$ cat config.mk
export PLATFORM = sky130hd
export DESIGN_NAME = gb_timer
export DESIGN_NICKNAME = d
export VERILOG_FILES = /design/src/rtl/gb_timer.sv
export SDC_FILE = /design/constraint.sdc
export NUM_CORES = 1
export LEC_CHECK = 0
export BUFFER_PORTS_ARGS = -buffer_cell sky130_fd_sc_hd__buf_2
export CAP_MARGIN = 20
export CORE_MARGIN = 4
export CORE_UTILIZATION = 40
export DETAILED_ROUTE_END_ITERATION = 8
export GPL_TIMING_DRIVEN = 0
export PLACE_DENSITY = 0.55
export SLEW_MARGIN = 40
export SYNTH_ARGS = -nofsm -noshare
export SYNTH_HDL_FRONTEND = slang
export SYNTH_SLANG_ARGS = --single-unit
$ cat constraint.sdc
create_clock -name clk_in -period 2.1 [get_ports clk_in]
set_input_delay 0.315 -clock clk_in [delete_from_list [all_inputs] [get_ports clk_in]]
set_output_delay 0.315 -clock clk_in [all_outputs]
set_load 0.01 [all_outputs]
$ cat src/rtl/gb_timer.sv
// Game Boy DIV/TIMA/TMA/TAC timer: free-running system counter, TAC-selected
// falling-edge TIMA increment, delayed TMA reload and one-clock interrupt pulse.
module gb_timer #(
  parameter int SYS_CNT_WIDTH = 16
) (
  input  logic       clk_in,
  input  logic       rst_n_in,
  input  logic       tick_in,
  input  logic [1:0] addr_in,
  input  logic       wr_in,
  input  logic [7:0] wdata_in,
  output logic [7:0] rdata_out,
  output logic       irq_out
);

  typedef enum logic [0:0] {
    ST_RUN      = 1'b0,
    ST_OVF_WAIT = 1'b1
  } state_t;

  state_t                   state_q, state_d;
  logic [SYS_CNT_WIDTH-1:0] sys_cnt_q, sys_cnt_d;
  logic [7:0]               tima_q, tima_d;
  logic [7:0]               tma_q, tma_d;
  logic [2:0]               tac_q, tac_d;
  logic [1:0]               tick_cnt_q, tick_cnt_d;
  logic                     sel_q;
  logic                     irq_q, irq_d;

  logic div_wr_s, tima_wr_s, tma_wr_s, tac_wr_s;
  logic sel_s, fall_s, ovf_s, reload_s;

  // Enabled timer input: the TAC-selected counter bit gated by tac[2].
  function automatic logic timer_bit(input logic [2:0] tac,
                                     input logic [SYS_CNT_WIDTH-1:0] cnt);
    logic b;
    case (tac[1:0])
      2'b00:   b = cnt[9];
      2'b01:   b = cnt[3];
      2'b10:   b = cnt[5];
      2'b11:   b = cnt[7];
      default: b = 1'b0;
    endcase
    return tac[2] & b;
  endfunction

  assign div_wr_s  = wr_in & (addr_in == 2'd0);
  assign tima_wr_s = wr_in & (addr_in == 2'd1);
  assign tma_wr_s  = wr_in & (addr_in == 2'd2);
  assign tac_wr_s  = wr_in & (addr_in == 2'd3);

  // sel_q holds the previous clock's timer input, so a DIV or TAC write that drops it also counts.
  assign sel_s    = timer_bit(tac_q, sys_cnt_q);
  assign fall_s   = sel_q & ~sel_s;
  assign ovf_s    = (state_q == ST_RUN) & fall_s & ~tima_wr_s & (tima_q == 8'hFF);
  assign reload_s = (state_q == ST_OVF_WAIT) & tick_in & (tick_cnt_q == 2'd3);

  // Register file and counter update with synchronous reset.
  always_ff @(posedge clk_in) begin
    if (!rst_n_in) begin
      state_q    <= ST_RUN;
      sys_cnt_q  <= '0;
      tima_q     <= 8'h00;
      tma_q      <= 8'h00;
      tac_q      <= 3'b000;
      tick_cnt_q <= 2'd0;
      sel_q      <= 1'b0;
      irq_q      <= 1'b0;
    end else begin
      state_q    <= state_d;
      sys_cnt_q  <= sys_cnt_d;
      tima_q     <= tima_d;
      tma_q      <= tma_d;
      tac_q      <= tac_d;
      tick_cnt_q <= tick_cnt_d;
      sel_q      <= sel_s;
      irq_q      <= irq_d;
    end
  end

  // CPU-writable registers and the system counter.
  always_comb begin
    sys_cnt_d = sys_cnt_q;
    tma_d     = tma_q;
    tac_d     = tac_q;
    if (div_wr_s) begin
      sys_cnt_d = '0;
    end else if (tick_in) begin
      sys_cnt_d = sys_cnt_q + SYS_CNT_WIDTH'(1);
    end else begin
      sys_cnt_d = sys_cnt_q;
    end
    if (tma_wr_s) begin
      tma_d = wdata_in;
    end else begin
      tma_d = tma_q;
    end
    if (tac_wr_s) begin
      tac_d = wdata_in[2:0];
    end else begin
      tac_d = tac_q;
    end
  end

  // Overflow state machine: next state.
  always_comb begin
    state_d = state_q;
    case (state_q)
      ST_RUN: begin
        if (ovf_s) begin
          state_d = ST_OVF_WAIT;
        end else begin
          state_d = ST_RUN;
        end
      end
      ST_OVF_WAIT: begin
        if (reload_s || tima_wr_s) begin
          state_d = ST_RUN;
        end else begin
          state_d = ST_OVF_WAIT;
        end
      end
      default: state_d = ST_RUN;
    endcase
  end

  // Overflow state machine: TIMA, reload tick counter and interrupt.
  always_comb begin
    tima_d     = tima_q;
    tick_cnt_d = tick_cnt_q;
    irq_d      = 1'b0;
    case (state_q)
      ST_RUN: begin
        if (tima_wr_s) begin
          tima_d = wdata_in;
        end else if (ovf_s) begin
          tima_d     = 8'h00;
          tick_cnt_d = 2'd0;
        end else if (fall_s) begin
          tima_d = tima_q + 8'd1;
        end else begin
          tima_d = tima_q;
        end
      end
      ST_OVF_WAIT: begin
        // Reload uses the post-write TMA; a TIMA write on this clock loses.
        if (reload_s) begin
          tima_d = tma_d;
          irq_d  = 1'b1;
        end else if (tima_wr_s) begin
          tima_d = wdata_in;
        end else if (tick_in) begin
          tick_cnt_d = tick_cnt_q + 2'd1;
        end else begin
          tick_cnt_d = tick_cnt_q;
        end
      end
      default: begin
        tima_d     = tima_q;
        tick_cnt_d = 2'd0;
      end
    endcase
  end

  // Combinational register read.
  always_comb begin
    rdata_out = 8'h00;
    case (addr_in)
      2'd0:    rdata_out = sys_cnt_q[15:8];
      2'd1:    rdata_out = tima_q;
      2'd2:    rdata_out = tma_q;
      2'd3:    rdata_out = {5'b11111, tac_q};
      default: rdata_out = 8'h00;
    endcase
  end

  assign irq_out = irq_q;

endmodule

==> results.txt, run 1 <==
footprint of the multi-input gates - 0.00131 mm2
Iteration-0 DRC Markers - 60
Worst Setup Path Type - reg2reg
Slew @ Worst Pin - 0.537 ns
I/O pins - 23
Reg clk slew, reported paths - 0.07 ns
Post CTS Setup Buffer Count - 0
Clock Latency Late Sink - 0.29 ns
Final nets - 300
design area - 0.00246 mm2
final setup margin - 0.151 ns
syn nets - 271
critical-path maximum fanout - 6
Die Area - 0.00667 mm2
fraction of registers with async set/reset - 0
slowest CP cell - or4_4
synth top area cells - dfxtp_1 37%, nand2_1 5.7%, xor2_1 5.2%, mux2i_1 5.1%, a21oi_1 4.4%
CP top delay family - simple AND/OR/NAND/NOR gates
hold crit path type - in2reg
CTS tree - done
post-DP HPWL - 4.17 mm
outcome - completed
gr usage total - 0.184
Synth-to-Final Area Change - 13.5%
Pre-Repair DR Iteration Count - 4
CP max stage delay - 0.55 ns
clk buf depth - 2
P_leak - 0.000966 uW
Most used DFF post-synth - dfxtp_1
top cell type's share of synthesized area - 0.369
diode count - 0
CTS sink cnt - 40
Final Hold Violating Endpoints - 0
via count - 1901
vias in the first global route - 1845
CP required - 2.33 ns
clock skew - 0.00472 ns
first-pass GRT wire length - 9.23 mm
Initial Util - 0.420
Netlist Area Pre-Place - 0.00217 mm2
Max Clock Freq - 0.513 GHz
DR vias/cell - 5.39
pin count of the biggest net entering global routing - 12
initial antenna violation count - 0
Max Cap Viol - 0
Cell Pwr Density - 572 mW/mm2
GRT Residual Overflow - 0
crit path DAT - 2.17 ns
area leader, netlist - dfxtp_1
startpoint types - register
sequential area share after synthesis - 0.369
Setup WS pre-CTS - -0.0456 ns
GP Congestion - 0.832
Ys Warns - 0
Die X - 81.7 um
slew margin rel. - 0.639
EDFF count, synth - 0
maximum vdd drop - 0.270 mV
placed inst area - 0.00237 mm2
Remaining DRCs - 0
fin crit share - 0.928
setup TNS - 0 ns
Die Height - 81.7 um
crit-path cells - ha_4 > and4_1 > nand3_2 > or4_4 > a22oi_4 > mux2i_1
Worst setup EP type - register
Row Count - 26
FILL cells - 549
Root Driver - clkbuf_8
fin. max-slew vios - 0
Placeable Area - 0.00517 mm2
crit path buf inv count - 0
final period demand of the worst path - 1.95 ns
number of hold buffers added after CTS - 0
drt wl/cell - 15.4 um
Final Setup Violations - 0
layout cells sized above 1 - 0.163
Routed WL - 5.43 mm
unrepaired setup endpoints after global routing - no
port buffer count - 22
Util after Layout - 0.476
number of buffers created by CTS - 5
antenna viol nets, final - 0
CTS H-Tree Depth - 2
post-synthesis cell count - 254
register area - 806 um2
synthesis-stage register bit count - 40
Post-Syn Area per Cell - 8.55 um2
Distinct cells, synth - 45
==> synthesized netlist by cell type, types with 3 or more instances <==
cell	number
nand3b_1	3
or3_1	4
o22ai_1	5
a31oi_1	3
xnor2_1	3
nand3_1	13
nand2_1	33
a211oi_1	3
a21oi_1	19
clkbuf_1	12
and4_1	4
mux2i_1	11
xor2_1	13
o21ai_0	6
nor2_1	23
mux2_2	4
ha_1	3
inv_1	3
o22a_1	5
nand2b_1	6
o31ai_1	3
nand4_1	4
dfxtp_1	40
==> through the flow <==
step                      cells  hold slack, ns  total power [uW]
after floorplan             254           0.438               885
after CTS                   353           0.263              1430
final                       353           0.283              1410
after detailed placement    346           0.465               941
after global placement      346           0.453               940
after global routing        353           0.292              1480
==> path summary, 6_finish.rpt <==
kind | from | to | slack [ns] | depth (start not counted)
setup / recovery | tima_q[0] | tick_cnt_q[0] | 0.15 | 6
hold / removal | wdata_in[4] | tma_q[4] | 0.28 | 3
setup reg to reg | tima_q[0] | tick_cnt_q[0] | 0.15 | 6
hold reg to reg | tick_cnt_q[1] | tick_cnt_q[1] | 0.47 | 2
==> tightest hold or removal path: stages <==
cell and delay [ns]:
buf_2 0.11, nand2_1 0.05, a21oi_1 0.05
==> what timing repair did <==
action	CTS	global route
pin swaps	0	1
resized for setup	1	4
gates cloned	0	0
endpoints found under the setup margin	2	4
==> cells by family (layout without fill, tap and decap cells) <==
group                    Yosys count  in the layout  synth area share
buffers and inverters             18             47            0.0323
AO/OA/AOI/OAI                     56             56             0.175
adder cells (fa/ha/maj)            3              3            0.0173
flip-flops                        40             40             0.369
XOR/XNOR                          16             16            0.0646
multiplexers                      18             18             0.104
AND/OR/NAND/NOR                  103            103             0.238
==> flip-flops by register name, summed over array words and instances (netlist names) <==
signal / flops
irq_out: 1
sel_q: 1
state_q: 1
sys_cnt_q: 16
tac_q: 3
tick_cnt_q: 2
tima_q: 8
tma_q: 8
==> layer usage <==
metal / GRT usage / up-vias / wire length, um
met1: 0.239 / 885 / 2540
li1: - / 971 / -
met2: 0.296 / 36 / 2600
met3: 0.0362 / 9 / 191
met5: 0 / - / 0
met4: 0.0797 / 0 / 103
==> power by group <==
part           switching, uW  total (uW)  internal, uW
clock                    261         487           226
combinational           81.6         138          56.0
sequential              15.1         786           771
==> layout by cell type, fill, tap and decap left out, types with 3 or more instances in the layout <==
master	synthesis	routed
xnor2_1	3	3
a31oi_1	3	3
a211oi_1	3	3
inv_1	3	3
clkbuf_1	12	13
buf_2	2	24
nand4_1	4	4
mux2_2	4	4
and4_1	4	4
o22ai_1	5	5
o21ai_0	6	6
clkbuf_8	0	5
o31ai_1	3	3
nand3b_1	3	3
nand3_1	13	13
a21oi_1	19	19
or3_1	4	4
o22a_1	5	5
nor2_1	23	23
xor2_1	13	13
mux2i_1	11	11
nand2b_1	6	6
dfxtp_1	40	38
nand2_1	33	33
==> layout make-up <==
type                            instances  share of cell area
Tap cell                               70              0.0356
Timing Repair Buffer                   22              0.0447
Clock buffer                            6              0.0295
Multi-Input combinational cell        196               0.533
Clock inverter                          1             0.00203
Sequential cell                        40               0.327
Inverter                                3             0.00457
Buffer                                 15              0.0239
Note: power is estimated with default switching activity, not from simulation.
==> inputs of run 2 (changes only) <==
Settings changed: RECOVER_POWER set to 50.
==> run 2 against run 1 <==
Effect of this change:
- final area fell by 0.15%
- sequential share of layout area is essentially flat
- sequential power is essentially flat
- die area did not move
- hold slack is essentially flat
- register-to-register slack hardly changed
- largest power group unchanged
- highest routed layer unchanged
==> results.txt, run 2 (same netlist as run 1, synthesis figures left out) <==
Die Height - 81.7 um (unchanged)
Die Area - 0.00667 mm2 (unchanged)
post-DP HPWL - 4.17 mm (unchanged)
clk buf depth - 2 (unchanged)
CP top delay family - simple AND/OR/NAND/NOR gates
fin. max-slew vios - 0 (unchanged)
drt wl/cell - 15.4 um (about the same)
Root Driver - clkbuf_8
Final Setup Violations - 0 (unchanged)
startpoint types - register
crit-path cells - ha_4 > and4_1 > nand3_2 > or4_4 > a22oi_4 > mux2i_1
footprint of the multi-input gates - 0.00131 mm2 (unchanged)
Cell Pwr Density - 573 mW/mm2 (about the same)
CTS sink cnt - 40 (unchanged)
commonest non-fill, non-tap cell in the layout - dfxtp_1
gr usage total - 0.184 (unchanged)
largest register by flop count - sys_cnt_q
layout cells sized above 1 - 0.152 (-0.0106)
CP max stage delay - 0.55 ns (about the same)
Worst setup EP type - register
unrepaired setup endpoints after global routing - no
Die X - 81.7 um (unchanged)
port buffer count - 22 (unchanged)
Worst Setup Path Type - reg2reg
DR vias/cell - 5.39 (+0.11%)
crit path buf inv count - 0 (unchanged)
maximum vdd drop - 0.270 mV (about the same)
final hold slack - 0.283 ns (-0.00000200 ns)
Placeable Area - 0.00517 mm2 (unchanged)
via count - 1903 (+0.11%)
design area - 0.00246 mm2 (-0.15%)
crit path DAT - 2.17 ns (about the same)
biggest regs - sys_cnt_q (16), tima_q (8), tma_q (8)
vias in the first global route - 1845 (unchanged)
Final Hold Violating Endpoints - 0 (unchanged)
Initial Util - 0.420 (unchanged)
Reg clk slew, reported paths - 0.07 ns (about the same)
Final Total Pwr - 1410 uW (about the same)
GP Congestion - 0.832 (unchanged)
I/O pins - 23 (unchanged)
number of buffers created by CTS - 5 (unchanged)
CP required - 2.33 ns (about the same)
outcome - completed
fin crit share - 0.928 (about the same)
critical-path maximum fanout - 6 (unchanged)
GRT Residual Overflow - 0 (unchanged)
Routed WL - 5.44 mm (about the same)
initial antenna violation count - 0 (unchanged)
Slew @ Worst Pin - 0.832 ns (+0.295 ns)
Post CTS Setup Buffer Count - 0 (unchanged)
CTS H-Tree Depth - 2 (unchanged)
Pre-Repair DR Iteration Count - 4 (unchanged)
slew margin rel. - 0.439 (-0.200)
Synth-to-Final Area Change - 13.3%
register area - 806 um2 (unchanged)
final period demand of the worst path - 1.95 ns (+0.0000510 ns)
hold crit path type - in2reg
FILL cells - 549 (unchanged)
first-pass GRT wire length - 9.23 mm (unchanged)
most frequent cells in the layout - 38 x dfxtp_1, 33 x nand2_1, 23 x nor2_1
Row Count - 26 (unchanged)
antenna viol nets, final - 0 (unchanged)
clock skew - 0.00472 ns (unchanged)
Max Clock Freq - 0.513 GHz (about the same)
Iteration-0 DRC Markers - 60 (unchanged)
Remaining DRCs - 0 (unchanged)
Final nets - 300 (unchanged)
slowest CP cell - or4_4
Worst Hold Path Cells - 3 (unchanged)
R2R cell count - 6 (unchanged)
Clock Latency Late Sink - 0.29 ns (about the same)
placed inst area - 0.00237 mm2 (unchanged)
WP depth - 6 (unchanged)
diode count - 0 (unchanged)
Largest register FFs - 16 (unchanged)
CTS tree - done
pin count of the biggest net entering global routing - 12 (unchanged)
number of hold buffers added after CTS - 0 (unchanged)
P_leak - 0.000956 uW (-1.0%)
Max Cap Viol - 0 (unchanged)
run 2: cell types whose count changed in the layout (fill, tap and decap cells not counted), sizes merged:
cell,change
clkbuf,+3
buf,-3
run 2: where the power goes:
| part | internal (uW) | total [uW] | switching [uW] |
|---|---|---|---|
| Sequential | 771 | 786 | 15.1 |
| Combinational | 55.4 | 137 | 81.4 |
| Clock | 226 | 487 | 261 |
| Total | 1050 | 1410 | 357 |
run 2: area by class of cell:
| class | count | share of cell area |
|---|---|---|
| repair buffers | 22 | 0.0432 |
| inverters | 3 | 0.00458 |
| well taps | 70 | 0.0356 |
| multi-input cells | 196 | 0.534 |
| clock inverters | 1 | 0.00203 |
| clock buffers | 6 | 0.0295 |
| plain buffers | 15 | 0.0239 |
| flip-flops and latches | 40 | 0.328 |
run 2: per-layer routing:
| metal | GRT usage | part of all wire | up-vias |
|---|---|---|---|
| li1 | - | - | 971 |
| met1 | 0.239 | 0.47 | 885 |
| met2 | 0.296 | 0.48 | 38 |
| met3 | 0.0362 | 0.036 | 9 |
| met4 | 0.0797 | 0.019 | 0 |
| met5 | 0 | 0 | - |
run 2: worst min-delay path, cell delays in order:
cell and delay, ns:
buf_2 0.11, nand2_1 0.05, a21oi_1 0.05
run 2: final timing paths:
| path | endpoint | slack (ns) | startpoint |
|---|---|---|---|
| worst max-delay path | tick_cnt_q[0] | 0.15 | tima_q[0] |
| worst min-delay path | tma_q[4] | 0.28 | wdata_in[4] |
| worst max register to register | tick_cnt_q[0] | 0.15 | tima_q[0] |
| worst min register to register | tick_cnt_q[1] | 0.47 | tick_cnt_q[1] |
run 2: repair_timing:
item	in CTS	in global routing
endpoints found under the hold margin	0	0
endpoints found under the setup margin	2	4
pin swaps	0	1
gates resized for setup	1	4
run 2: per-stage QoR:
step	TNS (ns)	worst slack (ns)	utilization	instances
after global placement	-0.0744	-0.0393	0.458	346
after detailed placement	-0.0871	-0.0456	0.458	346
after global routing	0	0.0142	0.476	353
after floorplan	0	0.189	-	254
after CTS	0	0.0145	0.473	353
final	0	0.151	0.476	353
